--- config.mk ---
export PLATFORM = sky130hd
export DESIGN_NAME = connect4_win_scanner
export DESIGN_NICKNAME = d
export VERILOG_FILES = /design/src/rtl/connect4_win_scanner.sv
export SDC_FILE = /design/constraint.sdc
export NUM_CORES = 1
export LEC_CHECK = 0
export CORE_MARGIN = 4
export CORE_UTILIZATION = 25
export CTS_BUF_LIST = sky130_fd_sc_hd__clkbuf_4
export CTS_CLUSTER_DIAMETER = 150
export DETAILED_ROUTE_END_ITERATION = 6
export GPL_TIMING_DRIVEN = 0
export SYNTH_ARGS = -nofsm -noshare
export SYNTH_HDL_FRONTEND = slang
export SYNTH_SLANG_ARGS = --single-unit
--- constraint.sdc ---
create_clock -name clk -period 5.5 [get_ports clk]
set_input_delay 1.1 -clock clk [delete_from_list [all_inputs] [get_ports clk]]
set_output_delay 1.1 -clock clk [all_outputs]
set_load 0.05 [all_outputs]
--- src/rtl/connect4_win_scanner.sv ---
// Sequential Connect 4 win/draw checker: copies the board into a local shadow
// through a single-cell read port, then walks every four-cell window for one player.
module connect4_win_scanner #(
    parameter int ROWS = 6,
    parameter int COLS = 7
) (
    input  logic       clk,
    input  logic       rst,
    input  logic       start,
    input  logic [1:0] player,
    output logic [2:0] rd_row,
    output logic [2:0] rd_col,
    input  logic [1:0] rd_data,
    output logic       busy,
    output logic       done,
    output logic       win,
    output logic       draw,
    output logic [2:0] win_row,
    output logic [2:0] win_col,
    output logic [1:0] win_dir
);

    localparam int CELLS  = ROWS * COLS;
    localparam int CELL_W = $clog2(CELLS);
    localparam logic [2:0] LAST_ROW = 3'(ROWS - 1);
    localparam logic [2:0] LAST_COL = 3'(COLS - 1);

    typedef enum logic [1:0] {IDLE, CAPTURE, CHECK, DONE} state_t;

    state_t              state, state_nxt;
    logic [1:0]          player_q;
    logic                full_q;
    logic [2:0]          chk_row, chk_col;
    logic [1:0]          chk_dir;
    logic [1:0]          shadow [CELLS];
    logic [CELL_W-1:0]   cap_idx;
    logic                cap_last, chk_last, hit;

    assign cap_idx  = CELL_W'(int'(rd_row) * COLS + int'(rd_col));
    assign cap_last = (rd_row == LAST_ROW) && (rd_col == LAST_COL);
    assign chk_last = (chk_row == LAST_ROW) && (chk_col == LAST_COL) && (chk_dir == 2'd3);

    // Window evaluation: all four cells must be in bounds and equal a real player.
    always_comb begin
        int dr, dc, rr, cc;
        logic [CELL_W-1:0] idx;
        // NOTE: every variable written here gets a default first so no latch is inferred.
        dr  = 0;
        dc  = 1;
        rr  = 0;
        cc  = 0;
        idx = '0;
        case (chk_dir)
            2'd1:    begin dr = 1; dc = 0;  end
            2'd2:    begin dr = 1; dc = 1;  end
            2'd3:    begin dr = 1; dc = -1; end
            default: ;
        endcase
        hit = (player_q == 2'b01) || (player_q == 2'b10);
        if ((int'(chk_row) + 3 * dr > ROWS - 1) ||
            (int'(chk_col) + 3 * dc > COLS - 1) ||
            (int'(chk_col) + 3 * dc < 0)) begin
            hit = 1'b0;
        end else begin
            for (int k = 0; k < 4; k++) begin
                rr  = int'(chk_row) + k * dr;
                cc  = int'(chk_col) + k * dc;
                idx = CELL_W'(rr * COLS + cc);
                if (shadow[idx] != player_q) hit = 1'b0;
            end
        end
    end

    always_ff @(posedge clk or negedge rst) begin
        if (!rst) state <= IDLE;
        else      state <= state_nxt;
    end

    always_comb begin
        state_nxt = state;
        busy      = 1'b0;
        done      = 1'b0;
        case (state)
            IDLE:    if (start) state_nxt = CAPTURE;
            CAPTURE: begin
                busy = 1'b1;
                if (cap_last) state_nxt = CHECK;
            end
            CHECK:   begin
                busy = 1'b1;
                if (hit || chk_last) state_nxt = DONE;
            end
            DONE:    begin
                done      = 1'b1;
                state_nxt = IDLE;
            end
            default: state_nxt = IDLE;
        endcase
    end

    always_ff @(posedge clk or negedge rst) begin
        if (!rst) begin
            player_q <= 2'b00;
            full_q   <= 1'b0;
            rd_row   <= 3'd0;
            rd_col   <= 3'd0;
            chk_row  <= 3'd0;
            chk_col  <= 3'd0;
            chk_dir  <= 2'd0;
            win      <= 1'b0;
            draw     <= 1'b0;
            win_row  <= 3'd0;
            win_col  <= 3'd0;
            win_dir  <= 2'd0;
        end else begin
            case (state)
                IDLE: if (start) begin
                    player_q <= player;
                    full_q   <= 1'b1;
                    rd_row   <= 3'd0;
                    rd_col   <= 3'd0;
                    chk_row  <= 3'd0;
                    chk_col  <= 3'd0;
                    chk_dir  <= 2'd0;
                    win      <= 1'b0;
                    draw     <= 1'b0;
                    win_row  <= 3'd0;
                    win_col  <= 3'd0;
                    win_dir  <= 2'd0;
                end
                CAPTURE: begin
                    full_q <= full_q & (rd_data != 2'b00);
                    if (cap_last) begin
                        rd_row <= 3'd0;
                        rd_col <= 3'd0;
                    end else if (rd_col == LAST_COL) begin
                        rd_col <= 3'd0;
                        rd_row <= rd_row + 3'd1;
                    end else begin
                        rd_col <= rd_col + 3'd1;
                    end
                end
                CHECK: begin
                    if (hit) begin
                        win     <= 1'b1;
                        win_row <= chk_row;
                        win_col <= chk_col;
                        win_dir <= chk_dir;
                    end else if (chk_last) begin
                        draw <= full_q;
                    end else if (chk_dir == 2'd3) begin
                        chk_dir <= 2'd0;
                        if (chk_col == LAST_COL) begin
                            chk_col <= 3'd0;
                            chk_row <= chk_row + 3'd1;
                        end else begin
                            chk_col <= chk_col + 3'd1;
                        end
                    end else begin
                        chk_dir <= chk_dir + 2'd1;
                    end
                end
                default: ;
            endcase
        end
    end

    // NOTE: the shadow is storage whose contents are always rewritten before use, so it has no reset.
    always_ff @(posedge clk) begin
        if (state == CAPTURE) shadow[cap_idx] <= rd_data;
    end

endmodule

==> run_results.csv <==
group,metric,value,unit
outcome,status,"complete, but fails checks",
outcome,violations,"DRC, setup timing",
floorplanning,core,39000,um^2
cts,cts_root_buffer,"clkbuf_4",
yosys,syn_nets,962,
yosys,netlist_area,9980,um^2
floorplanning,die_w,208,um
critical_path,r2r-end,"win_col[2]",
critical_path,regToRegStartpoint,"chk_dir[0]",
floorplanning,start_util,25.6,%
yosys,yosysSeqAreaShare,32.6,%
grt,overflow,0,
timing,hold_viol,0,
final_layout,fin_util,31.0,%
critical_path,arrival,6.39,ns
grt,grt.total_usage,12.6,%
cts,cts_made_buffers,17,
timing,timing.fmax,170,MHz
floorplanning,rows,72,
final_layout,final_layout_size_suffix_gt1_share,29.4,%
placed_design,dp_cells,1379,
timing,drv_slew,0,
placed_design,place.gp.congestion,0.915,
yosys,synth-edff-count,84,
critical_path,critPathTopFamily,"adder cells",
detailed_routing,drt_iter0_drc,719,
critical_path,worstPathRequired,6.02,ns
grt,grt_antenna_before_repair,0,
timing,max_slew_margin,45.7,%
critical_path,critPathMaxFanout,7,
yosys,syn_inst,837,
timing,tns,-5.62,ns
critical_path,worst_r2r_path_depth,24,
grt,grt_pass1_vias,7515,
job,maxCapViolCount,0,
critical_path,crit_path_end_kind,"flop",
final_layout,syn_to_final_growth,21.1,%
worst_hold_path,min_path_cells,2,
critical_path,startpoint_type,"flop",
timing,fin_crit_sh,107,%
critical_path,r2r_slack,-0.37,ns
detailed_routing,detail_route.wl_per_cell,18.8,um
final_layout,final_cell_mix,"84 x edfxtp_1, 79 x mux4_2, 76 x inv_1, 71 x ha_1, 61 x nor2_1",
cts,cts_tree,"yes",
worst_hold_path,min_from,"win_col[1]",
floorplanning,io_pins,25,
final_layout,final_common_cell,"edfxtp_1",
detailed_routing,routed_wl,27500,um
cts,cts_sinks,113,
cts,holdBufCountCts,0,
timing,setup_viol,20,
critical_path,crit_slowest_cell,"or4_4",
timing,min_period,5.87,ns
yosys,syn_avg_cell_area,11.9,um^2
yosys,synthArstFlopShare,25.7,%
detailed_routing,vias,7418,
worst_hold_path,holdPathEnd,"win_col[1]",
cts,clk_path_buf_depth,2,
floorplanning,dieArea,43200,um^2
placed_design,dp_hpwl,20500,um
cts,htree_levels,4,
grt,grt_pass1_wl,43400,um
timing,skew,0.0379,ns
power,irDropWorstVdd,96.8,uV
timing,grt_setup_unrepaired,"true",
cts,clkTransAtPathRegs,0.16,ns
yosys,synth_cell_types,70,
placed_design,io_buffers,23,
final_layout,layoutNonFillerInstCount,1461,
critical_path,cpMostUsedCell,"ha_4",
power,p_leak,4.69,nW
yosys,yosys_most_used_dff,"edfxtp_1",
timing,fin_ws,-0.366,ns
yosys,ys_ff_latch,113,
grt,grt_max_degree,44,
power,p_per_area,128,nW/um^2
detailed_routing,dr.pass1.iters,7,
final_layout,antenna_cells,0,
yosys,yosys_warnings,0,
detailed_routing,viasPerCell,5.08,
critical_path,critPathBufInv,6,
critical_path,critPathKind,"flop to flop",
final_layout,fill_cells,3908,
floorplanning,die_h,208,um
final_layout,fin_nets,1055,
power,power.total,1.55,mW
critical_path,crit_chain,"inv_4 > ha_4 > inv_4 > ha_4 > nand2_2 > xnor2_2 > inv_2 > fa_1 > inv_1 > ha_4 > fa_1 > ha_2 > fa_2 > xnor2_4 > a2111oi_1 > a2111oi_0 > o21ai_1 > a41o_1 > or4_4 > a211oi_4 > buf_6 > buf_8 > mux2_4 > nand3_2",
detailed_routing,antenna_left,0,
worst_hold_path,min_path_type,"flop to flop",
timing,tightest_slew,0.809,ns
cts,clkLatencyLatePin,0.57,ns
critical_path,max_stage_delay,0.59,ns
detailed_routing,remaining_drc_errors,2,
-- cells by family after synthesis --
| logic type | Yosys count | synth area share (%) |
|---|---|---|
| simple gates | 201 | 9.71 |
| compound gates | 115 | 8.42 |
| flops | 113 | 32.6 |
| mux | 133 | 23.5 |
| fa+ha+maj | 118 | 17.4 |
| xor+xnor | 32 | 3.03 |
| buf+inv | 125 | 5.44 |
-- metal layers --
| metal | up-vias | part of all wire [%] | GRT usage (%) |
|---|---|---|---|
| met1 | 3740 | 42 | 17.4 |
| met5 | - | 0 | 0 |
| li1 | 3307 | - | - |
| met4 | 0 | 1.7 | 2.42 |
| met3 | 42 | 7.7 | 2.74 |
| met2 | 329 | 48 | 20.7 |
-- where the power goes --
group          leakage [nW]  internal [mW]  switching (mW)
Clock                 0.144          0.203           0.409
Sequential             1.08          0.916               0
Combinational          3.47        0.00490          0.0156
-- tightest hold or removal path: stages (launching register included) --
cell and delay (ns):
dfrtp_1 0.39, a2bb2oi_1 0.07, o21ai_1 0.07
-- synthesized netlist by cell type (all sizes together), types with 3 or more instances --
master   count  share of area [%]
fa          34                6.8
o211ai       8               0.60
mux2        16                1.8
a22oi        5               0.38
nand2       51                1.9
nor2        62                2.3
or4          3               0.23
nand4        3               0.19
xor2        14                1.5
inv         89                3.3
nor3         5               0.25
o2111ai      3               0.26
a211oi       7               0.70
or3          3               0.19
dfrtp       29                7.3
and3         6               0.38
nor2b       16                1.0
o221ai       4               0.35
buf         20                1.5
nor4b        3               0.26
a2111oi      5               0.82
or2          3               0.21
o21ai       28                1.4
clkbuf      16               0.60
mux2i       38                3.8
nor4         3               0.19
a2bb2oi      6               0.59
xnor2       18                1.6
ha          84                 11
mux4        79                 18
a21o         9               0.68
nand3       30                1.6
edfxtp      84                 25
a21oi       23                1.2
nand2b       5               0.31
-- cell type report --
class	count	area (um^2)	area share (%)
multi-input combinational	600	6580	54.5
clock buffer	17	128	1.06
timing repair buffer	74	734	6.08
sequential	113	3250	26.9
clock inverter	15	141	1.17
tap	518	648	5.37
buffer	35	248	2.05
inverter	89	348	2.88
-- through the flow --
stage               worst slack (ns)  hold slack (ns)  cell area, um^2
finish                        -0.366            0.556            12100
CTS                           -0.214            0.555            12000
floorplan                     -0.200            0.493            10100
global placement              -0.989            0.507            11000
global route                  -0.475            0.569            12100
detailed placement             -1.01            0.522            11000
-- registers in the layout (all words and copies together) (netlist names), 3 cells and up --
signal and flops:
rd_row 3, win_row 3, win_col 3, chk_row 3, shadow 84, rd_col 3, chk_col 3
-- worst max-delay path by stage --
stage / slack, ns / end / cells past startpoint / start
after global routing: -0.47 / win_col[2] / 27 / chk_dir[1]
final: -0.37 / win_col[2] / 24 / chk_dir[0]
after CTS: -0.21 / win_col[2] / 26 / chk_dir[0]
after floorplan: -0.20 / win_col[2] / 25 / chk_dir[0]
after global placement: -0.99 / win_col[2] / 22 / chk_dir[1]
after detailed placement: -1.01 / win_col[2] / 23 / chk_dir[0]
-- what timing repair did --
action / 4_1_cts / 5_1_grt
cloned: 2 / 1
pin swaps: 46 / 2
hold endpoints to repair: 0 / 0
setup endpoints to repair: 20 / 20
buffers inserted: 46 / 2
resized for setup: 67 / 5
Note: power is estimated with default switching activity, not from simulation.
==> variant (config.mk and constraints unchanged) <==
Reset style: synchronous (`rst`), changed in 2 clocked blocks.
--- a/src/rtl/connect4_win_scanner.sv
+++ b/src/rtl/connect4_win_scanner.sv
@@ -71,7 +71,7 @@
         end
     end
 
-    always_ff @(posedge clk or negedge rst) begin
+    always_ff @(posedge clk) begin
         if (!rst) state <= IDLE;
         else      state <= state_nxt;
     end
@@ -98,7 +98,7 @@
         endcase
     end
 
-    always_ff @(posedge clk or negedge rst) begin
+    always_ff @(posedge clk) begin
         if (!rst) begin
             player_q <= 2'b00;
             full_q   <= 1'b0;
Behaviour: differs if rst is asserted again (counterexample within 4 cycles, from zero or initial values and one cycle with rst low); with rst held inactive, the same outputs for 10 cycles.
==> variant against the original RTL <==
- the run still ends with design-rule violations, negative setup slack left
- utilization decreased by 0.77 points
- sequential cell count unchanged
- setup slack improved by 170 ps
- cell area decreased by 5.6%
- clock skew decreased by 11 ps
- routed wire length decreased by 3.8%
- cell count decreased by 3.0%
- synthesized area decreased by 4.1%
- die area decreased by 3.9%
- first-iteration DRC count increased by 6.1%
Power is not compared: it rests on default switching activity, and its combinational part moved more than twofold at a synthesized area within 25%.
==> variant: results (changes against the original RTL) <==
status:
  status: "finished with violations"
  violations: "design-rule violations, negative setup slack"
routing:
  drt_iter0_markers: 763  # +6.1%
  maxUsedRoutingLayer: "met4"
  drc_errors: 2  # unchanged
  m1WireLength_um: 11400  # -1.7%
  vias_per_cell: 4.95  # -2.5%
  wl_met3_um: 1820  # -14%
  met2RoutedLength_um: 12700  # -4.4%
  wire_per_inst_um: 18.7  # -0.83%
grt:
  grt_max_degree: 44  # unchanged
  antenna_found_initial: 1  # +1
  track_usage_pct: 12.9  # +0.30 points
  grt_pass1_wl_um: 41700  # -3.9%
  first_global_vias: 7118  # -5.3%
min_path:
  min_path_cells: 1  # -1
  hold_end: "win_dir[0]"
  min-delay-start: "win_dir[0]"
critical_path:
  slowest_delay_ps: 520  # -70 ps
  cp_slowest_cell: "mux4_2"
  rr_startpoint: "chk_dir[0]"
  cp.arrival_ps: 6180  # -210 ps
  reg2reg_to: "chk_row[1]"
  path_max_fanout: 7  # unchanged
  ff2ff_path_depth: 25  # +4.2%
timing:
  finalSetupViolCount: 20  # unchanged
  worst_slack_ps: -196  # +170 ps
  worst_pin_slew_ps: 894  # +84.6 ps
  fin_skew_ps: 26.6  # -11.3 ps
clock_tree:
  cts-root-buf: "clkbuf_4"
  numCtsBuffers: 17  # unchanged
  path_clk_slew_ps: 130  # -30 ps
  clk_path_buf_depth: 2  # unchanged
  clock_latency_ps: 560
yosys:
  ys_async_sr_fraction_pct: 0  # -26 points
  synth_cell_type_count: 65  # -7.1%
  syn_nets: 947  # -1.6%
  ys_seq_area_share_pct: 32.4  # -0.13 points
  ys_top_cells_by_count: "inv_1, edfxtp_1, ha_1"
  synthTopCellsByArea: "edfxtp_1, mux4_2, ha_1"
  ys.flop_type: "edfxtp_1"
  synth_edf_count: 84  # unchanged
placed_design:
  hpwl_um: 19800  # -3.4%
  place_area_um2: 10500  # -4.5%
  gp_congestion: 0.921  # +0.61%
  port_buffers: 23  # unchanged
finish:
  regMostFlops: "shadow"
  drive_above_1_share_pct: 24.9  # -4.5 points
  nNetsFinal: 1016  # -3.7%
-- variant: worst max-delay path by stage --
stage               start          to
6_report       chk_dir[0]  chk_row[1]
5_1_grt        chk_dir[0]  chk_col[2]
4_1_cts        chk_dir[0]  win_row[1]
3_5_place_dp   chk_dir[0]  chk_row[1]
3_3_place_gp   chk_dir[0]  chk_row[1]
2_1_floorplan  chk_dir[0]  win_row[2]
-- variant: final cells by class --
class | count | area (um^2)
plain buffers | 35 | 255
inverters | 89 | 342
multi-input cells | 585 | 6260
clock buffers | 18 | 135
repair buffers | 50 | 443
well taps | 511 | 639
flip-flops and latches | 113 | 3110
clock inverters | 14 | 205
diodes | 2 | 5.00
fillers | 3825 | 26400
-- variant: power by group through the flow --
stage	clock [mW]	sequential, mW	combinational [mW]
2_1_floorplan	0	1.03	1.39
6_report	0.748	0.997	2.22
3_5_place_dp	0	1.02	1.92
5_1_grt	0.802	1.00	2.36
3_3_place_gp	0	1.02	1.89
4_1_cts	0.762	0.997	2.17
-- variant: layer usage --
metal / track usage (%) / up-vias
met5: 0 / -
met4: 2.99 / 0
met3: 3.07 / 45
met2: 21.3 / 290
met1: 17.3 / 3480
li1: - / 3198
-- variant: logic make-up after synthesis --
| logic type | after synthesis | synth area share [%] |
|---|---|---|
| AND/OR/NAND/NOR | 212 | 10.6 |
| AO/OA/AOI/OAI | 100 | 7.43 |
| XOR/XNOR | 32 | 3.01 |
| buffers and inverters | 125 | 5.50 |
| multiplexers | 122 | 22.9 |
| flip-flops | 113 | 32.4 |
| adder cells (fa/ha/maj) | 118 | 18.1 |
-- variant: timing repair --
item                                    CTS  global route
pin swaps                                31            14
buffers inserted                         25             1
gates resized for setup                  68            13
cloned                                    2             0
endpoints found under the setup margin   20            20
-- variant: critical path: cells and delay by family, from the launching register on --
kind                     cells  cell delay [ps]
AO/OA/AOI/OAI                3              530
buffers and inverters        7              700
multiplexers                 3              880
XOR/XNOR                     1              240
adder cells (fa/ha/maj)      6             1880
flip-flops                   1              380
AND/OR/NAND/NOR              5             1030
-- variant: metrics by stage --
step / setup WS (ps) / hold WS (ps) / cells / setup TNS (ps)
6_report: -196 / 498 / 1417 / -3010
5_1_grt: -429 / 529 / 1417 / -7810
4_1_cts: -179 / 498 / 1414 / -2680
3_5_place_dp: -1080 / 467 / 1356 / -18830
3_3_place_gp: -961 / 465 / 1356 / -16870
2_1_floorplan: 28.7 / 452 / 822 / 0
